--- src/rtl/sar_adc_sequencer.sv ---
// ============================================================================
// Module : sar_adc_sequencer
// Track/hold and binary-search sequencer for a capacitive-DAC SAR converter.
// Rev    : 1.0
// ============================================================================
`default_nettype none

module sar_adc_sequencer #(
    parameter int CADC_WIDTH   = 10,
    parameter int SAMPLE_TICKS = 2
) (
    input  logic                  CLK,
    input  logic                  RST_N,
    input  logic                  CLK_ADC,
    input  logic                  RSTN_ADC,
    input  logic                  CLRN,
    input  logic                  COMP_IN,
    output logic                  SAMPLE,
    output logic [CADC_WIDTH-1:0] DAC_CODE,
    output logic [CADC_WIDTH-1:0] ADC,
    output logic                  ADC_RDY
);

    localparam int IDXW = (CADC_WIDTH > 1) ? $clog2(CADC_WIDTH) : 1;

    localparam logic [IDXW-1:0]       C_IDX_MSB  = IDXW'(CADC_WIDTH - 1);
    localparam logic [3:0]            C_CNT_LAST = 4'(SAMPLE_TICKS - 1);
    localparam logic [CADC_WIDTH-1:0] C_DAC_MSB  = {1'b1, {(CADC_WIDTH-1){1'b0}}};

    typedef enum logic [1:0] {
        S_IDLE    = 2'd0,
        S_TRACK   = 2'd1,
        S_CONVERT = 2'd2
    } state_t;

    state_t                r_state;
    state_t                w_state_nxt;
    logic                  r_clk_adc_q;
    logic [3:0]            r_cnt;
    logic [3:0]            w_cnt_nxt;
    logic [IDXW-1:0]       r_idx;
    logic [IDXW-1:0]       w_idx_nxt;
    logic [CADC_WIDTH-1:0] r_dac;
    logic [CADC_WIDTH-1:0] w_dac_nxt;
    logic [CADC_WIDTH-1:0] r_adc;
    logic [CADC_WIDTH-1:0] w_adc_nxt;
    logic                  r_rdy;
    logic                  w_rdy_nxt;
    logic                  w_tick;

    // One-cycle strobe per CLK_ADC rising edge, independent of its high time
    assign w_tick = CLK_ADC & ~r_clk_adc_q;

    always_ff @(posedge CLK or negedge RST_N) begin
        if (!RST_N) begin
            r_state     <= S_IDLE;
            r_clk_adc_q <= 1'b0;
            r_cnt       <= '0;
            r_idx       <= C_IDX_MSB;
            r_dac       <= '0;
            r_adc       <= '0;
            r_rdy       <= 1'b0;
        end else begin
            r_state     <= w_state_nxt;
            r_clk_adc_q <= CLK_ADC;
            r_cnt       <= w_cnt_nxt;
            r_idx       <= w_idx_nxt;
            r_dac       <= w_dac_nxt;
            r_adc       <= w_adc_nxt;
            r_rdy       <= w_rdy_nxt;
        end
    end

    always_comb begin
        w_state_nxt = r_state;
        w_cnt_nxt   = r_cnt;
        w_idx_nxt   = r_idx;
        w_dac_nxt   = r_dac;
        w_adc_nxt   = r_adc;
        w_rdy_nxt   = r_rdy;

        if (!RSTN_ADC) begin
            // Abort discards the partial code but keeps the last result
            w_state_nxt = S_IDLE;
            w_cnt_nxt   = '0;
            w_idx_nxt   = C_IDX_MSB;
            w_dac_nxt   = '0;
            w_rdy_nxt   = 1'b0;
        end else begin
            case (r_state)
                S_IDLE: begin
                    w_state_nxt = S_TRACK;
                    w_cnt_nxt   = '0;
                    w_dac_nxt   = '0;
                end
                S_TRACK: begin
                    if (w_tick) begin
                        if (r_cnt == C_CNT_LAST) begin
                            w_state_nxt = S_CONVERT;
                            w_cnt_nxt   = '0;
                            w_dac_nxt   = C_DAC_MSB;
                            w_idx_nxt   = C_IDX_MSB;
                        end else begin
                            w_cnt_nxt = r_cnt + 4'd1;
                        end
                    end
                end
                S_CONVERT: begin
                    if (w_tick) begin
                        w_dac_nxt[r_idx] = COMP_IN;
                        if (r_idx == '0) begin
                            w_adc_nxt   = {r_dac[CADC_WIDTH-1:1], COMP_IN};
                            w_rdy_nxt   = 1'b1;
                            w_state_nxt = S_TRACK;
                            w_cnt_nxt   = '0;
                            w_dac_nxt   = '0;
                            w_idx_nxt   = C_IDX_MSB;
                        end else begin
                            w_dac_nxt[r_idx - 1'b1] = 1'b1;
                            w_idx_nxt               = r_idx - 1'b1;
                        end
                    end
                end
                default: begin
                    w_state_nxt = S_IDLE;
                end
            endcase
        end

        // Clear takes priority over a result landing in the same cycle
        if (!CLRN) begin
            w_adc_nxt = '0;
            w_rdy_nxt = 1'b0;
        end
    end

    assign SAMPLE   = (r_state == S_TRACK);
    assign DAC_CODE = r_dac;
    assign ADC      = r_adc;
    assign ADC_RDY  = r_rdy;

endmodule

`default_nettype wire

--- config.mk ---
export PLATFORM = sky130hd
export DESIGN_NAME = sar_adc_sequencer
export DESIGN_NICKNAME = d
export VERILOG_FILES = /design/src/rtl/sar_adc_sequencer.sv
export SDC_FILE = /design/constraint.sdc
export NUM_CORES = 1
export LEC_CHECK = 0
export BUFFER_PORTS_ARGS = -buffer_cell sky130_fd_sc_hd__buf_2
export CAP_MARGIN = 10
export CORE_MARGIN = 1.5
export CORE_UTILIZATION = 50
export DETAILED_ROUTE_END_ITERATION = 12
export GPL_ROUTABILITY_DRIVEN = 0
export GPL_TIMING_DRIVEN = 0
export HOLD_SLACK_MARGIN = 0.1
export PLACE_DENSITY = 0.69
export SETUP_SLACK_MARGIN = 0.05
export SLEW_MARGIN = 25
export SYNTH_ARGS = -nofsm -noshare
export SYNTH_HDL_FRONTEND = slang
export SYNTH_SLANG_ARGS = --single-unit
export TNS_END_PERCENT = 100
--- constraint.sdc ---
create_clock -name CLK -period 2.9 [get_ports CLK]
set_input_delay 0 -clock CLK [delete_from_list [all_inputs] [get_ports CLK]]
set_output_delay 0 -clock CLK [all_outputs]
set_load 0.03 [all_outputs]
Yosys cells after proc, flatten, opt, wreduce, memory -nomap -nowiden:

Index checks and enable logic that the tools add are counted.

* register bits: 32
* bits of input ports: 6
* output and inout bits: 22

* add/subtract/negate cells: 2
* order comparisons: 4
* equal/unequal tests: 16
* muxes and demuxes: 39
* bitwise gates (word level): 3
* reduce and logical (&&, ||, !) cells: 10

Operator list (number)
* 10-bit two-way mux: 10
* 4-bit two-way mux: 10
* 10-bit one-hot mux with 3 select lines: 1
* 4-bit AND reduction: 5
* 3-bit by 2-bit inequality test with 1-bit output, second input constant: 5
* 4-bit one-hot mux with 3 select lines: 1
* 10-bit bitwise mux: 1
* 4-bit by 5-bit < comparator with 1-bit output, second input constant: 2
* 2-bit two-way mux: 5
* 10-bit OR: 1
* 1-bit demux with 4-bit select: 2
* 4-bit by 1-bit greater-or-equal comparator with 1-bit output, second input constant: 2
* 4-bit one-hot mux with 2 select lines: 1
* 1-bit two-way mux: 7
* 2-bit by 1-bit inequality test with 1-bit output, second input constant: 3
* 3-bit inequality test, second input constant: 2
* 2-bit one-hot mux with 3 select lines: 1
* 4-bit by 1-bit adder with 4-bit output, second input constant: 1
* 4-bit by 1-bit equality test with 1-bit output, second input constant: 1
* 4-bit zero test: 1
* 4-bit by 1-bit inequality test with 1-bit output, second input constant: 1
* 4-bit by 1-bit subtractor with 4-bit output, second input constant: 1
* 3-bit by 1-bit inequality test with 1-bit output, second input constant: 1
* 3-bit AND reduction: 1
* 7 further kinds: 8

Logic depth before layout (Yosys ltp):

Gate-level depths: netlist of run 1.

* word-level depth: 10
* gate-level depth with buffers: 7

Least setup slack after synthesis of run 1:

Ideal clock, no wire load.

* kind: reg-to-reg
* start point: register r_state[1]
* end point: register r_dac[5], in the netlist DAC_CODE[5]
* data arrival time: 1847 ps
* required time: 2764 ps
* setup slack: 917 ps
* cell stages (with the launch flop): 8
* cell sequence: dfrtp_1 -> inv_1 -> ha_1 -> or3b_1 -> o211a_1 -> clkbuf_1 -> o31ai_1 -> o41ai_1

* word-level cells in the longest chain between the ends: 3
* elaborated cells between the ends (all ways): 10

RTL lines
* from (decl): RTL line 36 `state_t r_state;`
* from (signal assigned): RTL line 64 `r_state <= w_state_nxt;`
* 2-bit by 1-bit equality test with 1-bit output *
* net SAMPLE: RTL line 18 `output logic SAMPLE,`
* 4-bit by 1-bit inequality test with 1-bit output (no line) (tied with other cells)
* 4-bit AND reduction (no line) / 10-bit two-way mux (equally long branches)
* to (signal assigned): RTL line 68 `r_dac <= w_dac_nxt;`
* to (decl): RTL line 43 `logic [CADC_WIDTH-1:0] r_dac;`

The timed path passes the listed nets; every way through them passes the cells marked *.
A chain may end at the register's enable or synchronous reset.

Final worst setup path of run 1:

* start point: register r_state[0]
* end point: register r_adc[2], in the netlist ADC[2]

* word-level cells in the longest chain between the ends: 3

RTL lines
* 2-bit equality test: RTL line 90 `case (r_state)`
* 2-bit by 1-bit inequality test with 1-bit output (no line)
* 4-bit AND reduction (no line)
* to (signal assigned): RTL line 69 `r_adc <= w_adc_nxt;`
* to (decl): RTL line 45 `logic [CADC_WIDTH-1:0] r_adc;`

Every way passes these cells.

==> results of run 1 <==
==> area by class of cell <==
cell class              count  area, um2
clock buffers               8      58.81
flip-flops and latches     32      803.3
multi-input cells         130      898.4
inverters                   4      15.01
repair buffers             31      175.2
plain buffers              13      57.56
fillers                   303       1297
well taps                  46      57.56
==> Yosys cell counts (2+ instances only) <==
library cell / count
a21oi_1: 8
a22o_1: 10
a32o_1: 3
and3_1: 2
clkbuf_1: 10
dfrtp_1: 30
dfstp_2: 2
ha_1: 6
inv_1: 4
nand2_1: 8
nand2b_1: 3
nand3_1: 8
nor2_1: 11
nor2b_1: 4
nor3_1: 5
nor3b_1: 2
o211ai_1: 5
o21ai_0: 11
o221ai_1: 2
o22ai_1: 3
o2bb2ai_1: 2
o31a_1: 2
o31ai_1: 8
o41ai_1: 7
or2_2: 3
==> flip-flops by register name, indices dropped and copies added (netlist names) <==
| register | cells |
|---|---|
| r_idx | 4 |
| r_state | 2 |
| r_clk_adc_q | 1 |
| ADC | 10 |
| r_cnt | 4 |
| DAC_CODE | 10 |
| ADC_RDY | 1 |
==> worst paths after layout <==
path	slack [ps]	depth (start not counted)	start	end
setup / recovery	650	6	r_state[0]	ADC[2]
hold / removal	170	4	RSTN_ADC	ADC_RDY
setup reg to reg	650	6	r_state[0]	ADC[2]
hold reg to reg	500	1	ADC[9]	ADC[9]
max in group asynchronous	2210	2	RST_N	r_cnt[3]
min in group asynchronous	240	2	RST_N	ADC[5]
==> metrics by stage <==
step	instances	hold slack, ps
after floorplan	179	-295.6
after global placement	252	79.18
after detailed placement	252	87.93
after CTS	264	150.9
after global routing	264	163.6
final	264	168.6
==> where the power goes <==
group | leakage, nW | internal [mW] | switching [mW]
logic | 0.488 | 0.107 | 0.227
clock network | 0.0326 | 0.119 | 0.139
registers | 0.436 | 0.468 | 0.0242
total | 0.956 | 0.695 | 0.390
==> tightest hold or removal path, delay by kind of cell <==
kind / cells / cell delay [ps]
buf+inv: 2 / 320
simple gates: 2 / 140
==> logic make-up (layout without fill, tap and decap cells) <==
kind of cell / Yosys count / in the layout / share of synthesized area [%]
flops: 32 / 32 / 45.28
buf+inv: 17 / 56 / 4.090
xor+xnor: 1 / 1 / 0.4937
compound gates: 66 / 66 / 27.22
simple gates: 55 / 55 / 17.49
mux: 2 / 2 / 1.199
fa+ha+maj: 6 / 6 / 4.231
==> timing repair <==
item                      CTS  global route
gates resized for setup     0             0
hold buffers                4             0
hold endpoints to repair   33             0
setup buffers               0             0
==> per-layer routing <==
layer / part of all wire [%] / global-route usage, %
met1: 43 / 28.91
met2: 48 / 38.71
met3: 7.5 / 6.486
met4: 1.7 / 7.500
met5: 0 / 0
==> results.ini, run 1 <==
[global_routing]
grtUsageTotal_pct = 23.12
grt_start_max_net_pins = 33
grt_pass1_wl_um = 7100
antenna_found_initial = 0
grt-ovfl-total = 0
grt_pass1_vias = 1546

[floorplanning]
die_area_mm2 = 0.003915
io_pins = 28
rows = 21
dieHeight_um = 62.57
die_w_um = 62.57
initial_core_util_pct = 52.75
core_mm2 = 0.003363

[cts]
cts_root_buf = clkbuf_4
cts_buffers = 5
cts.sinks = 32
cts_tree = built
clk_latency_ps = 330
cts_max_level = 2
cts_max_path_buffers = 2
path_clk_slew_ps = 90

[setup_path]
crit_fanout = 10
criticalPathCategory = register to register
critPathTopFamily = compound AO/OA/AOI/OAI gates
path_buf_inv = 2
slowest_stage = a21boi_1
crit_chain = inv_1 -> ha_1 -> and4b_1 -> clkbuf_1 -> a21boi_1 -> a22o_1
worstSetupStartpointType = register
end_kind = register
cp.arrival_ps = 2520
cp_slowest_stage_delay_ps = 790
cp.required_ps = 3170

[power]
power_mw = 1.085
p_leak_nw = 0.9558
powerDensity_mw_per_mm2 = 525.2
worst_ir_drop_vdd_v = 0.0003809

[finish]
final_cell_area_mm2 = 0.002066
area_growth_syn_to_layout_pct = 16.43
diodes = 0
drive_gt1_share_pct = 19.72
layout_common_cells = dfrtp_1, buf_2, clkbuf_1
fin_nets = 229
layout_commonest_cell = dfrtp_1
final_core_util_pct = 61.42

[timing]
fin_tns_setup_ps = 0
period_share_pct = 77.71
rsz0062_at_grt = false
worst_pin_slew_ps = 975.5
hold_viol = 0
setup_violations = 0
finClkSkew_ps = 6.546
setup_slack_ps = 646.3
maxSlewViolCount = 0
slew_headroom_pct = 34.83
min_period_ps = 2254
fmax_mhz = 443.7

[placement]
dpl.hpwl_um = 2994
place_area_mm2 = 0.001967
dp_slack_ps = 682.3
io_buffers = 27

[yosys]
synth_cell_types = 45
synth.net_count = 191
synth_area_per_cell_um2 = 9.912
synth_top_cells_by_area = dfrtp_1, a22o_1, ha_1
yosysWarnings = 0
yosys.area.top_type_share_pct = 42.31
ys_async_sr_fraction_pct = 100.0
synth_seq_cells = 32
synth_cells = 179
ys_seq_area_share_pct = 45.28
synth_ff_type = dfrtp_1
synth-edff-count = 0
yosysTopAreaCell = dfrtp_1
syn_area_mm2 = 0.001774

[detailed_routing]
remaining_drc_errors = 0
first_pass_iters = 4
ant_nets = 0
drt-initial-drc-count = 56
wirelength_um = 4196
routedWlPerCell_um = 15.89
vias = 1576
viasPerCell = 5.970

[outcome]
status = completed

[run]
drv_cap = 0

[hold_path]
hp-class = primary input to register

(Power assumes the default switching activity.)
==> run 2, diff against run 1 <==
Clock period 2.9 ns to 2.3 ns, I/O delays scaled along.
==> run 2 against run 1 <==
Compared with the run above:
- sequential share of layout area down 0.12 points
- via count up 0.51%
- flip-flop and latch count unchanged
- sequential power is 26% higher
- largest power group unchanged
- cell count is 0.38% lower
- clock power increased by 25%
==> results.ini, run 2 (synthesized netlist as in run 1, its figures left out) <==
[floorplanning]
core_mm2 = 0.003363  ; unchanged
die_area_mm2 = 0.003915  ; unchanged
dieHeight_um = 62.57  ; unchanged
initial_core_util_pct = 52.75  ; unchanged
io_pins = 28  ; unchanged
die_w_um = 62.57  ; unchanged
rows = 21  ; unchanged

[cts]
cts_buffers = 5  ; unchanged
cts_tree = built
path_clk_slew_ps = 90  ; about the same
cts_max_level = 2  ; unchanged
clk_latency_ps = 330  ; about the same
cts_root_buf = clkbuf_4
cts.sinks = 32  ; unchanged
cts_max_path_buffers = 2  ; unchanged

[global_routing]
grt_start_max_net_pins = 33  ; unchanged
antenna_found_initial = 0  ; unchanged
grt_pass1_vias = 1552  ; +0.39%
grt_pass1_wl_um = 7148  ; +0.68%
grtUsageTotal_pct = 23.24  ; +0.12 points
grt-ovfl-total = 0  ; unchanged

[hold_path]
hp-class = primary input to register
hold_path_depth = 4  ; unchanged
hold_end = ADC_RDY
hp-start = RSTN_ADC

[setup_path]
worstSetupStartpointType = register
crit_chain = inv_1 -> ha_1 -> or3b_1 -> o211ai_1 -> nand2_2 -> o41ai_1
r2r_slack_ps = 160  ; -490 ps
timing.rr.end = DAC_CODE[4]
cp_slowest_stage_delay_ps = 430  ; -360 ps
cp.arrival_ps = 2350  ; -170 ps
criticalPathCategory = register to register
end_kind = register
crit_fanout = 8  ; -2
critPathTopFamily = simple AND/OR/NAND/NOR gates
reg2reg_from = r_state[0]
slowest_stage = or3b_1
r2r_cells = 6  ; unchanged
cp.required_ps = 2510  ; -660 ps
path_buf_inv = 1  ; -1

[detailed_routing]
highest_layer = met4
wirelength_um = 4262  ; +1.6%
routedWlPerCell_um = 16.21  ; +2.0%
ant_nets = 0  ; unchanged
remaining_drc_errors = 0  ; unchanged
first_pass_iters = 4  ; unchanged
drt-initial-drc-count = 66  ; +18%
routedLengthMet1_um = 1809  ; +0.44%
viasPerCell = 6.023  ; +0.89%
dr_wl_met3_um = 366  ; +16%
vias = 1584  ; +0.51%
wl_met2_um = 2016  ; +0.35%

[finish]
fin_nets = 228  ; -0.44%
layout_commonest_cell = dfrtp_1
nFillCells = 301  ; -0.66%
area_growth_syn_to_layout_pct = 16.78
layout_common_cells = dfrtp_1, buf_2, o21ai_0
diodes = 0  ; unchanged
drive_gt1_share_pct = 22.12  ; +2.4 points

[timing]
rsz0062_at_grt = true
setup_violations = 0  ; unchanged
fin_tns_setup_ps = 0  ; unchanged
finClkSkew_ps = 3.998  ; -2.547 ps
fin_hold_ws_ps = 174.7  ; +6.054 ps
fmax_mhz = 467.0  ; +5.2%
maxSlewViolCount = 0  ; unchanged
slew_headroom_pct = 52.99  ; +18 points
min_period_ps = 2142  ; -112.2 ps
period_share_pct = 93.11  ; +15 points
worst_pin_slew_ps = 705.1  ; -270.4 ps
hold_viol = 0  ; unchanged

[power]
worst_ir_drop_vdd_v = 0.0004644  ; +22%
p_leak_nw = 0.9523  ; -0.37%
powerDensity_mw_per_mm2 = 664.2  ; +26%

[outcome]
status = completed

[placement]
io_buffers = 27  ; unchanged
dpl.hpwl_um = 2994  ; unchanged

[run]
drv_cap = 0  ; unchanged

run 2: changes by cell type in the layout (fill, tap and decap cells not counted), sizes merged:
| cell | change |
|---|---|
| clkbuf | -2 |
| buf | +1 |
run 2: worst max-delay path by stage:
stage                    start  cells past startpoint  slack [ps]          end
finish              r_state[0]                      6         160  DAC_CODE[4]
global route        r_state[0]                      6           4  DAC_CODE[4]
CTS                 r_state[0]                      6          70  DAC_CODE[4]
detailed placement  r_state[0]                      6          80       ADC[2]
global placement    r_state[0]                      6         150       ADC[2]
floorplan           r_state[1]                      7         320  DAC_CODE[5]
run 2: repair_timing:
action / in CTS / in global routing
hold buffers: 4 / 0
setup buffers: 0 / 0
endpoints found under the hold margin: 33 / 0
gates resized for setup: 1 / 6
pin swaps: 0 / 1
setup endpoints to repair: 2 / 21
run 2: stage by stage:
step                utilization [%]  power [mW]  cells  worst slack (ps)  cell area (um2)
floorplan                         -      0.9208    179             317.0             1774
global placement              58.48       1.029    252             148.5             1967
detailed placement            58.48       1.039    252             82.33             1967
CTS                           61.53       1.381    264             74.22             2069
global route                  61.61       1.465    263             3.852             2072
finish                        61.61       1.376    263             158.5             2072
run 2: layer usage:
| layer | vias to the layer above | global-route usage, % |
|---|---|---|
| li1 | 767 | - |
| met1 | 746 | 29.02 |
| met2 | 63 | 38.98 |
| met3 | 8 | 6.486 |
| met4 | 0 | 7.500 |
| met5 | - | 0 |
run 2: cell type report:
class / instances / area [um2] / area share [%]
multi-input cells: 130 / 907.1 / 43.78
clock buffers: 8 / 58.81 / 2.838
well taps: 46 / 57.56 / 2.778
plain buffers: 12 / 55.05 / 2.657
flip-flops and latches: 32 / 803.3 / 38.77
inverters: 4 / 15.01 / 0.7246
repair buffers: 31 / 175.2 / 8.454
run 2: power by group:
group / switching, mW / total (mW) / internal [mW]
clock: 0.172 / 0.323 / 0.151
combinational: 0.291 / 0.433 / 0.141
sequential: 0.0307 / 0.621 / 0.590
total: 0.494 / 1.38 / 0.882
run 2: worst min-delay path: stages:
cell and delay (ps):
buf_2 110, clkbuf_1 210, nand2_1 110, nor2_1 40
==> run 3, diff against run 2 <==
Settings changed: PLACE_DENSITY 0.69 to 0.72.
Clock period 2.3 ns to 1.8 ns, I/O delays scaled along.
==> run 3 against run 2 <==
Compared with the run above:
- the run now ends with negative setup slack left
- critical path depth rose by 1
- first-iteration DRC count is 100% higher
- hold slack got worse by 9.1 ps
- critical path type unchanged
- largest cell class unchanged
- largest power group is now combinational cells
==> results.ini, run 3 (synthesized netlist as in run 1, its figures left out) <==
[global_routing]
grt_start_max_net_pins = 33  ; unchanged
grtUsageTotal_pct = 28.40  ; +5.2 points
grt-ovfl-total = 0  ; unchanged
antenna_found_initial = 0  ; unchanged
grt_pass1_vias = 1685  ; +8.6%
grt_pass1_wl_um = 8638  ; +21%

[setup_path]
end_kind = register
crit_fanout = 7  ; -1
cp.arrival_ps = 2130  ; -220 ps
slowest_stage = dfrtp_1
r2r_slack_ps = -120  ; -280 ps
cp.required_ps = 2020  ; -490 ps
cp_slowest_stage_delay_ps = 430  ; about the same
critPathTopFamily = compound AO/OA/AOI/OAI gates
r2r_cells = 7  ; +1
worstSetupStartpointType = register
criticalPathCategory = register to register
cp.depth = 7  ; +1
path_buf_inv = 2  ; +1
crit_chain = inv_2 -> ha_4 -> or3b_4 -> o211a_4 -> clkbuf_16 -> o31ai_4 -> o41ai_2

[timing]
slew_headroom_pct = 52.97  ; about the same
setup_violations = 12  ; +12
finClkSkew_ps = 10.12  ; +6.123 ps
worst_pin_slew_ps = 705.5  ; +0.3874 ps
setup_slack_ps = -116.7  ; -275.2 ps
hold_viol = 0  ; unchanged
fin_tns_setup_ps = -742.0  ; -742.0 ps
period_share_pct = 106.5  ; +13 points
min_period_ps = 1917  ; -224.8 ps
fmax_mhz = 521.7  ; +12%
maxSlewViolCount = 0  ; unchanged
rsz0062_at_grt = true

[detailed_routing]
drt-initial-drc-count = 132  ; +100%
wirelength_um = 5298  ; +24%
routedWlPerCell_um = 18.99  ; +17%
remaining_drc_errors = 0  ; unchanged
ant_nets = 0  ; unchanged
first_pass_iters = 4  ; unchanged
viasPerCell = 6.222  ; +3.3%
vias = 1736  ; +9.6%

[cts]
cts_max_level = 2  ; unchanged
cts_max_path_buffers = 2  ; unchanged
cts_root_buf = clkbuf_4
cts_buffers = 5  ; unchanged
clk_latency_ps = 340  ; about the same
cts_tree = built
cts.sinks = 32  ; unchanged
path_clk_slew_ps = 110  ; +20 ps

[finish]
fin_nets = 244  ; +7.0%
diodes = 0  ; unchanged
area_growth_syn_to_layout_pct = 42.88
drive_gt1_share_pct = 44.21  ; +22 points
layout_common_cells = dfrtp_1, buf_2, buf_4

[power]
p_leak_nw = 1.134  ; +19%
powerDensity_mw_per_mm2 = 964.2  ; +45%
power_mw = 2.444  ; +78%
worst_ir_drop_vdd_v = 0.0007158  ; +54%

[hold_path]
hold_path_depth = 4  ; unchanged
hp-class = primary input to register

[floorplanning]
dieHeight_um = 62.57  ; unchanged
io_pins = 28  ; unchanged
rows = 21  ; unchanged
die_w_um = 62.57  ; unchanged
die_area_mm2 = 0.003915  ; unchanged
initial_core_util_pct = 52.75  ; unchanged
core_mm2 = 0.003363  ; unchanged

[placement]
io_buffers = 27  ; unchanged
dpl.hpwl_um = 3282  ; +9.6%
dp_slack_ps = -280.4  ; -362.7 ps

[outcome]
violations = negative setup slack
status = finished with violations

[run]
drv_cap = 0  ; unchanged

[run 3: through the flow]
| stage | util [%] | hold WS (ps) | area [um2] | instances |
|---|---|---|---|---|
| after floorplan | - | -295.6 | 1818 | 179 |
| after global placement | 59.78 | 74.70 | 2011 | 252 |
| after detailed placement | 59.78 | 95.08 | 2011 | 252 |
| after CTS | 72.88 | 154.1 | 2451 | 277 |
| after global routing | 75.37 | 203.4 | 2535 | 279 |
| final | 75.37 | 165.6 | 2535 | 279 |
[run 3: worst paths after layout]
check	start	to
setup / recovery	r_state[1]	DAC_CODE[3]
setup reg to reg	r_state[1]	DAC_CODE[3]
hold reg to reg	ADC[2]	ADC[2]
max in group asynchronous	RST_N	r_state[0]
hold / removal	RSTN_ADC	r_cnt[3]
min in group asynchronous	RST_N	ADC[5]
[run 3: layer usage]
layer	GRT usage [%]	vias up	share of wire [%]
li1	-	792	-
met1	36.71	837	41
met2	46.77	85	49
met3	5.766	22	6.7
met4	11.39	0	4.0
met5	0	-	0
[run 3: timing repair]
item	4_1_cts	5_1_grt
cloned	1	0
hold buffers	4	0
endpoints found under the setup margin	29	30
pin swaps	11	4
resized for setup	42	18
hold endpoints to repair	33	0
setup buffers	13	4
[run 3: cell type report]
class | instances | area (um2)
plain buffers | 10 | 77.57
clock buffers | 7 | 65.06
clock inverters | 1 | 30.03
fillers | 235 | 828.3
inverters | 4 | 17.52
multi-input cells | 130 | 1150
flip-flops and latches | 32 | 804.5
well taps | 46 | 57.56
repair buffers | 49 | 332.8
[run 3: power by group]
| part | leakage (nW) | switching (mW) | total [mW] | internal [mW] |
|---|---|---|---|---|
| Clock | 0.0515 | 0.257 | 0.625 | 0.369 |
| Sequential | 0.434 | 0.0529 | 0.809 | 0.756 |
| Combinational | 0.648 | 0.561 | 1.01 | 0.448 |
[run 3: worst reg2reg max path, delay by kind of cell (launching register included)]
| family | cells | cell delay [ps] |
|---|---|---|
| AOI/OAI and AO/OA | 3 | 510 |
| DFF | 1 | 430 |
| and+or+nand+nor | 1 | 410 |
| buffers and inverters | 2 | 280 |
| adders and majority gates | 1 | 180 |
